===== config.mk =====
export PLATFORM = sky130hd
export DESIGN_NAME = dram_cmd_decoder
export DESIGN_NICKNAME = d
export VERILOG_FILES = /design/src/rtl/dram_cmd_pkg.sv /design/src/rtl/dram_cmd_timer.sv /design/src/rtl/dram_cmd_decoder.sv
export SDC_FILE = /design/constraint.sdc
export NUM_CORES = 1
export LEC_CHECK = 0
export CAP_MARGIN = 20
export CORE_MARGIN = 1
export CORE_UTILIZATION = 48
export DETAILED_ROUTE_END_ITERATION = 10
export GPL_TIMING_DRIVEN = 0
export PLACE_DENSITY = 0.75
export SLEW_MARGIN = 15
export SYNTH_ARGS = -nofsm -noshare
export SYNTH_HDL_FRONTEND = slang
export SYNTH_SLANG_ARGS = --single-unit

===== constraint.sdc =====
create_clock -name clk -period 2.54 [get_ports clk]
set_input_delay 0.508 -clock clk [delete_from_list [all_inputs] [get_ports clk]]
set_output_delay 0.508 -clock clk [all_outputs]
set_load 0.02 [all_outputs]

===== src/rtl/dram_cmd_pkg.sv =====
// Shared command/pin/state tables for the DRAM command bus decoder.
// Also used by controller-side state machines so both ends agree.
package dram_cmd_pkg;

  typedef enum logic [2:0] {
    CMD_NOP = 3'd0,
    CMD_ACT = 3'd1,
    CMD_RD  = 3'd2,
    CMD_WR  = 3'd3,
    CMD_PRE = 3'd4,
    CMD_REF = 3'd5,
    CMD_MRS = 3'd6,
    CMD_ILL = 3'd7
  } cmd_e;

  localparam logic [2:0] PIN_NOP = 3'b111;
  localparam logic [2:0] PIN_ACT = 3'b011;
  localparam logic [2:0] PIN_RD  = 3'b101;
  localparam logic [2:0] PIN_WR  = 3'b100;
  localparam logic [2:0] PIN_PRE = 3'b010;
  localparam logic [2:0] PIN_REF = 3'b000;
  localparam logic [2:0] PIN_MRS = 3'b001;
  localparam logic [2:0] PIN_ILL = 3'b110;

  typedef enum logic [1:0] {
    ST_CLOSED   = 2'd0,
    ST_OPEN     = 2'd1,
    ST_REF_BUSY = 2'd2
  } bank_st_e;

  function automatic cmd_e decode(
    input logic       cs_n,
    input logic [2:0] rcw
  );
    cmd_e c;
    c = CMD_NOP;
    if (!cs_n) begin
      case (rcw)
        PIN_NOP: c = CMD_NOP;
        PIN_ACT: c = CMD_ACT;
        PIN_RD:  c = CMD_RD;
        PIN_WR:  c = CMD_WR;
        PIN_PRE: c = CMD_PRE;
        PIN_REF: c = CMD_REF;
        PIN_MRS: c = CMD_MRS;
        default: c = CMD_ILL;
      endcase
    end
    return c;
  endfunction

endpackage


===== src/rtl/dram_cmd_timer.sv =====
// Loadable down-counter; done strikes on the cycle the count leaves 1.
// zero reports an expired (or saturated) counter.
module dram_cmd_timer #(
  parameter int               CNT_W   = 16,
  parameter logic [CNT_W-1:0] RST_VAL = '0
) (
  input  logic             clk,
  input  logic             rst_n,
  input  logic             load,
  input  logic [CNT_W-1:0] load_val,
  input  logic             en,
  output logic             done,
  output logic             zero
);

  logic [CNT_W-1:0] count;

  assign zero = (count == '0);
  assign done = en && !load
             && (count == CNT_W'(1));

  always_ff @(posedge clk) begin
    if (!rst_n) begin
      count <= RST_VAL;
    end else if (load) begin
      count <= load_val;
    end else if (en && !zero) begin
      count <= count - 1'b1;
    end
  end

endmodule


===== src/rtl/dram_cmd_decoder.sv =====
// DRAM command bus receiver: decode, bank/refresh tracking, violations.
// Optional REF_INTERVAL_CHECK_EN adds the viol_refi interval monitor.
module dram_cmd_decoder
  import dram_cmd_pkg::*;
#(
  parameter int T_RFC      = 104,
  parameter int T_REFI_MAX = 7800,
  parameter int CNT_W      = 16
) (
  input  logic             clk,
  input  logic             rst_n,
  input  logic             CS,
  input  logic             RAS,
  input  logic             CAS,
  input  logic             WE,
  output logic             cmd_valid,
  output logic [2:0]       cmd_code,
  output logic             row_open,
  output logic             ref_busy,
  output logic             ref_done,
  output logic [CNT_W-1:0] ref_count,
  output logic             viol_cmd,
  output logic             viol_state,
  output logic             viol_illegal
`ifdef REF_INTERVAL_CHECK_EN
  ,
  output logic             viol_refi
`endif
);

  bank_st_e state, state_nxt;
  cmd_e     cmd;
  logic     accept_ref;
  logic     set_cmd;
  logic     set_state;
  logic     rfc_done;
  logic     unused_rfc_zero;

  assign cmd      = decode(CS, {RAS, CAS, WE});
  assign row_open = (state == ST_OPEN);
  assign ref_busy = (state == ST_REF_BUSY);

  dram_cmd_timer #(
    .CNT_W (CNT_W)
  ) u_rfc (
    .clk      (clk),
    .rst_n    (rst_n),
    .load     (accept_ref),
    .load_val (CNT_W'(T_RFC)),
    .en       (ref_busy),
    .done     (rfc_done),
    .zero     (unused_rfc_zero)
  );

  always_comb begin
    state_nxt  = state;
    accept_ref = 1'b0;
    set_cmd    = 1'b0;
    set_state  = 1'b0;
    unique case (state)
      ST_CLOSED: begin
        unique case (1'b1)
          cmd == CMD_ACT: state_nxt = ST_OPEN;
          cmd == CMD_REF: begin
            state_nxt  = ST_REF_BUSY;
            accept_ref = 1'b1;
          end
          cmd == CMD_RD,
          cmd == CMD_WR:  set_state = 1'b1;
          default: ;
        endcase
      end
      ST_OPEN: begin
        unique case (1'b1)
          cmd == CMD_PRE: state_nxt = ST_CLOSED;
          cmd == CMD_ACT,
          cmd == CMD_REF,
          cmd == CMD_MRS: set_state = 1'b1;
          default: ;
        endcase
      end
      ST_REF_BUSY: begin
        set_cmd = (cmd != CMD_NOP);
        if (rfc_done) state_nxt = ST_CLOSED;
      end
      default: state_nxt = ST_CLOSED;
    endcase
  end

  always_ff @(posedge clk) begin
    if (!rst_n) begin
      state        <= ST_CLOSED;
      cmd_valid    <= 1'b0;
      cmd_code     <= 3'd0;
      ref_done     <= 1'b0;
      ref_count    <= '0;
      viol_cmd     <= 1'b0;
      viol_state   <= 1'b0;
      viol_illegal <= 1'b0;
    end else begin
      state        <= state_nxt;
      cmd_valid    <= (cmd != CMD_NOP);
      cmd_code     <= cmd;
      ref_done     <= rfc_done;
      if (accept_ref) ref_count <= ref_count + 1'b1;
      viol_cmd     <= viol_cmd | set_cmd;
      viol_state   <= viol_state | set_state;
      viol_illegal <= viol_illegal
                    | (cmd == CMD_ILL);
    end
  end

`ifdef REF_INTERVAL_CHECK_EN
  // Down-count from T_REFI_MAX+1; reaching zero means the gap was exceeded.
  localparam logic [CNT_W-1:0] REFI_TOP =
    CNT_W'(T_REFI_MAX + 1);

  logic refi_zero;
  logic unused_refi_done;

  dram_cmd_timer #(
    .CNT_W   (CNT_W),
    .RST_VAL (REFI_TOP)
  ) u_refi (
    .clk      (clk),
    .rst_n    (rst_n),
    .load     (accept_ref),
    .load_val (REFI_TOP),
    .en       (!ref_busy),
    .done     (unused_refi_done),
    .zero     (refi_zero)
  );

  always_ff @(posedge clk) begin
    if (!rst_n) viol_refi <= 1'b0;
    else        viol_refi <= viol_refi | refi_zero;
  end
`endif

endmodule


==> results of run 1 <==
-- through the flow --
step | hold WS, ns | util [%] | power (W) | setup slack [ns]
floorplan | 0.450 | - | 0.000766 | 0.126
global placement | 0.452 | 59.5 | 0.000807 | -0.516
detailed placement | 0.455 | 59.5 | 0.000809 | -0.537
CTS | 0.481 | 61.8 | 0.00123 | 0.0909
global route | 0.506 | 62.0 | 0.00127 | 0.00403
finish | 0.474 | 62.0 | 0.00122 | 0.0852
-- repair_timing --
item                       CTS  global route
buffers inserted             0             0
resized for setup            4             1
setup endpoints to repair   11             1
-- cell usage in the layout, fill, tap and decap left out, types with 3 or more instances in the layout --
| cell | count |
|---|---|
| a21oi_1 | 20 |
| a31oi_1 | 5 |
| buf_2 | 3 |
| clkbuf_1 | 11 |
| clkbuf_8 | 6 |
| clkdlybuf4s50_1 | 28 |
| dfxtp_1 | 42 |
| ha_1 | 3 |
| inv_1 | 10 |
| mux2i_1 | 6 |
| nand2_1 | 10 |
| nand2b_1 | 5 |
| nand3_1 | 4 |
| nand4_1 | 4 |
| nor2_1 | 12 |
| nor3_1 | 4 |
| nor4_1 | 8 |
| o21ai_0 | 9 |
| o31ai_1 | 15 |
| or3_1 | 13 |
| or4_1 | 22 |
| xnor2_1 | 3 |
-- sequential cells by signal (all words and copies together), names as in the netlist --
name	flops
u_rfc.count	16
ref_count	16
viol_cmd	1
viol_state	1
state	2
viol_illegal	1
ref_done	1
cmd_valid	1
cmd_code	3
-- power by group through the flow --
| stage | sequential [W] | clock (W) | combinational [W] |
|---|---|---|---|
| after floorplan | 0.000698 | 0 | 0.0000685 |
| after global placement | 0.000692 | 0 | 0.000115 |
| after detailed placement | 0.000692 | 0 | 0.000117 |
| after CTS | 0.000677 | 0.000436 | 0.000117 |
| after global routing | 0.000678 | 0.000458 | 0.000130 |
| final | 0.000677 | 0.000429 | 0.000118 |
-- cells by family after synthesis --
family,Yosys count,synth area share [%]
adder cells (fa/ha/maj),3,1.85
multiplexers,6,2.95
XOR/XNOR,4,1.72
AO/OA/AOI/OAI,58,17.7
buffers and inverters,25,5.17
flip-flops,42,41.4
AND/OR/NAND/NOR,97,29.2
-- routing by layer --
metal,vias up,wire (um),share of wire [%]
met5,-,0,0
met4,0,78,1.7
met3,7,202,4.5
met2,48,2050,45
met1,910,2200,48
li1,966,-,-
-- final cells by class --
cell class / count / area, um2 / share of cell area, %
multi-input combinational: 168 / 1110 / 44.4
sequential: 42 / 841 / 33.7
timing repair buffer: 30 / 298 / 11.9
clock buffer: 6 / 82.6 / 3.31
buffer: 15 / 67.6 / 2.71
tap: 50 / 62.6 / 2.51
inverter: 10 / 37.5 / 1.50
-- worst max-delay path, cell delays in order --
cell           delay (ns)
dlygate4sd2_1        0.28
or4_1                0.49
buf_2                0.17
or4_1                0.47
buf_2                0.17
buf_6                0.15
or3_1                0.30
a21oi_1              0.14
-- worst paths after layout --
path               from            to  slack, ns
max                  CS  ref_count[7]       0.09
max reg2reg    state[1]  ref_count[7]       0.17
min          viol_state    viol_state       0.47
min reg2reg  viol_state    viol_state       0.47
==> results.json, run 1 <==
{
  "status": "finished clean",
  "grt_pass1_vias": 1669,
  "switchingPower_w": 0.000299,
  "path_clk_slew_ns": 0.07,
  "start_util_pct": 50.5,
  "powerDensity_nw_per_um2": 490,
  "cts_tree": "yes",
  "drc": 0,
  "clkPwrFrac_pct": 35.0,
  "ys_types": 39,
  "async_reset_ff_share_pct": 0,
  "worstPathMaxFanout": 10,
  "die-area_um2": 4500,
  "cts_hold_buf": 0,
  "p_comb_share_pct": 9.7,
  "dpl_cell_area_um2": 2400,
  "io_buffers": 30,
  "antenna_found_initial": 0,
  "crit_type": "input port to flop",
  "drt_pass1_iterations": 4,
  "period_minus_slack_ns": 2.45,
  "htreeDepth": 2,
  "required_ns": 2.77,
  "cp-start-kind": "input port",
  "p_sw_share_pct": 24.4,
  "synthTopCellsByCount": "dfxtp_1, or4_1, a21oi_1",
  "post-dp-hpwl_um": 3110,
  "cts.sinks": 42,
  "insertion_delay_ns": 0.29,
  "clk_path_buf_depth": 2,
  "yosysTopAreaCell": "dfxtp_1",
  "wl_per_cell_um": 14.1,
  "fillCellCount": 366,
  "finalClockSkew_ns": 0.00466,
  "fin_cells": 321,
  "cts_root_buf": "clkbuf_8",
  "syn_nets": 244,
  "drt_wl_total_um": 4530,
  "finalCritPeriodShare_pct": 96.6,
  "synth.most_common_cell": "dfxtp_1",
  "die_y_um": 67.1,
  "hold_depth": 1,
  "endpoint_kind": "flop",
  "io_pins": 32,
  "grtUsageMet3_pct": 4.45,
  "setup_viol_count_final": 0,
  "drv_slew": 0,
  "met1_usage_pct": 26.8,
  "critPathArrivalTime_ns": 2.68,
  "busiest_layer": "met2",
  "fp-row-count": 23,
  "p_leak_nw": 0.844,
  "grt_pass1_wl_um": 7310,
  "diodes": 0,
  "avgSynthCellArea_um2": 8.65,
  "synth_flop_cell": "dfxtp_1",
  "synth.area.top_cells": "dfxtp_1, or4_1, o31ai_1, a21oi_1, or3_1",
  "tightest_slew_ns": 0.664,
  "rsz0062_at_grt": "no",
  "viasPerCell": 6.02,
  "overflow": 0,
  "p_int_w": 0.000925,
  "grtUsageTotal_pct": 21.7,
  "worstHoldPathType": "flop to flop",
  "netlist_instances": 235,
  "seq_power_share_pct": 55.3,
  "die_x_um": 67.1,
  "design.core.area_um2": 4030,
  "synth_edf_count": 0,
  "ys_warn_count": 0,
  "reg2regPathDepth": 7,
  "num_vias": 1931,
  "cts_buffers": 5,
  "ant_nets": 0,
  "area_delta_synth_final_pct": 22.8,
  "syn_area_um2": 2030,
  "ys_seq_area_share_pct": 41.4,
  "synth_top_cell_area_share_pct": 41.4,
  "placedCellCount": 315,
  "ys_seq_elements": 42,
  "nets": 281,
  "final-hold-violation-count": 0,
  "finalInstanceArea_um2": 2500,
  "gp_congestion": 0.780,
  "grt_max_degree": 12,
  "ir_drop_mv": 0.326,
  "slew-limit-headroom_pct": 55.3,
  "fmax_mhz": 407,
  "final_layout_size_suffix_gt1_share_pct": 5.54,
  "drt_iter0_drc": 97,
  "tns_ns": 0,
  "cap_viol_max_count": 0,
  "use_met2_pct": 35.0
}
Note: power is estimated with default switching activity, not from simulation.
==> inputs of run 2 (changes only) <==
Settings changed: SETUP_SLACK_MARGIN set to 0.3.
==> run 2 against run 1 <==
Flip-flop and latch count is the same; sequential power is essentially flat; critical path depth is the same; via count grew 3.2%; clock skew grew 0.0059 ns; combinational power grew 13%; global-route usage grew 1.6 points; final area grew 9.9%; critical path type unchanged; critical endpoint unchanged; highest routed layer unchanged.
==> results.json, run 2 (synthesis results as in run 1) <==
{
  "status": "finished clean",
  "viasPerCell": 6.02,
  "start_util_pct": 50.5,
  "cpPeakStageDelay_ns": 0.54,
  "ant_nets": 0,
  "final_common_cell": "dfxtp_1",
  "cts.sinks": 42,
  "regToRegSetupSlack_ns": 0.32,
  "design.core.area_um2": 4030,
  "period_minus_slack_ns": 2.25,
  "cts_root_buf": "clkbuf_8",
  "finalClockSkew_ns": 0.0105,
  "required_ns": 2.77,
  "powerDensity_nw_per_um2": 456,
  "setup_viol_count_final": 0,
  "nets": 289,
  "drv_slew": 0,
  "antenna_found_initial": 0,
  "layout_common_cells": "dfxtp_1, clkdlybuf4s50_1, or4_1",
  "p_leak_nw": 0.956,
  "worstPathMaxFanout": 8,
  "reg_top3": "ref_count: 16 flops, u_rfc.count: 16 flops, cmd_code: 3 flops",
  "num_vias": 1992,
  "cts_tree": "yes",
  "die_x_um": 67.1,
  "drt_wl_total_um": 4950,
  "fp-row-count": 23,
  "path_clk_slew_ns": 0.08,
  "grt_pass1_vias": 1704,
  "fmax_mhz": 445,
  "diodes": 0,
  "wl_per_cell_um": 15.0,
  "tightest_slew_ns": 0.653,
  "io_buffers": 30,
  "fin_util_pct": 68.1,
  "finalCritPeriodShare_pct": 88.4,
  "grtUsageTotal_pct": 23.3,
  "die_y_um": 67.1,
  "cts_hold_buf": 0,
  "final-hold-violation-count": 0,
  "post-dp-hpwl_um": 3090,
  "die-area_um2": 4500,
  "area_delta_synth_final_pct": 35.0,
  "ir_drop_mv": 0.298,
  "endpoint_kind": "flop",
  "clk_path_buf_depth": 2,
  "slew-limit-headroom_pct": 56.4,
  "final_layout_size_suffix_gt1_share_pct": 18.5,
  "grt_max_degree": 13,
  "critPathSlowestCell": "or4_4",
  "cp-start-kind": "input port",
  "overflow": 0,
  "rsz0062_at_grt": "yes",
  "htreeDepth": 2,
  "gp_congestion": 0.792,
  "path_buf_inv": 4,
  "grt_pass1_wl_um": 7870,
  "io_pins": 32,
  "drc": 0,
  "critPathArrivalTime_ns": 2.48,
  "cts_buffers": 5,
  "worstHoldPathType": "flop to flop",
  "power.total_w": 0.00125,
  "crit_type": "input port to flop",
  "cp_cell_sequence": "clkbuf_8 -> or4_4 -> buf_6 -> or4_4 -> buf_6 -> buf_8 -> or3_4 -> a21oi_2",
  "drt_iter0_drc": 73,
  "drt_pass1_iterations": 4,
  "path_delay_family": "simple AND/OR/NAND/NOR gates",
  "insertion_delay_ns": 0.30,
  "cap_viol_max_count": 0
}
## run 2: changes by cell type in the layout (fill, tap and decap cells not counted), moves of 4 or more
| cell | delta |
|---|---|
| o31ai_1 | -6 |
| buf_4 | +6 |
| a21oi_1 | -5 |
| clkbuf_1 | -4 |
| or4_1 | -5 |
| or4_4 | +5 |
| a21oi_2 | +5 |
## run 2: final timing paths
path | start | end | cells after the start
worst max-delay path | WE | ref_count[7] | 8
worst min-delay path | viol_state | viol_state | 1
worst max register to register | state[1] | ref_count[7] | 7
worst min register to register | viol_state | viol_state | 1
## run 2: metrics by stage
step                      instance area, um2  instances  setup TNS, ns  setup slack (ns)  hold slack, ns
after floorplan                         2050        235              0             0.147           0.450
after global placement                  2410        315          -4.16            -0.416           0.450
after detailed placement                2410        315          -4.69            -0.445           0.454
after CTS                               2610        328              0             0.308           0.464
after global routing                    2750        331              0             0.266           0.480
final                                   2750        331              0             0.294           0.466
## run 2: final cells by class
type	instances	area [um2]
fill	330	1280
multi-input combinational	168	1230
sequential	42	846
timing repair buffer	38	373
buffer	15	108
clock buffer	7	86.3
tap	50	62.6
inverter	10	37.5
clock inverter	1	5.00
## run 2: repair_timing
item                                    in CTS  in global routing
pin swaps                                    3                  5
cloned                                       2                  0
gates resized for setup                     22                 35
endpoints found under the setup margin      27                 21
buffers inserted                             3                  3
## run 2: layer usage
metal / vias up / track usage [%] / wire length, um / share of wire (%)
met1: 950 / 30.9 / 2310 / 47
met4: 0 / 7.98 / 72 / 1.5
met2: 54 / 36.3 / 2360 / 48
met5: - / 0 / 0 / 0
met3: 7 / 5.65 / 206 / 4.2
li1: 981 / - / - / -
## run 2: power by group
part	internal (W)	total, W	switching [W]
Sequential	0.000668	0.000676	0.00000811
Combinational	0.0000559	0.000133	0.0000773
Clock	0.000219	0.000442	0.000223
Total	0.000943	0.00125	0.000309
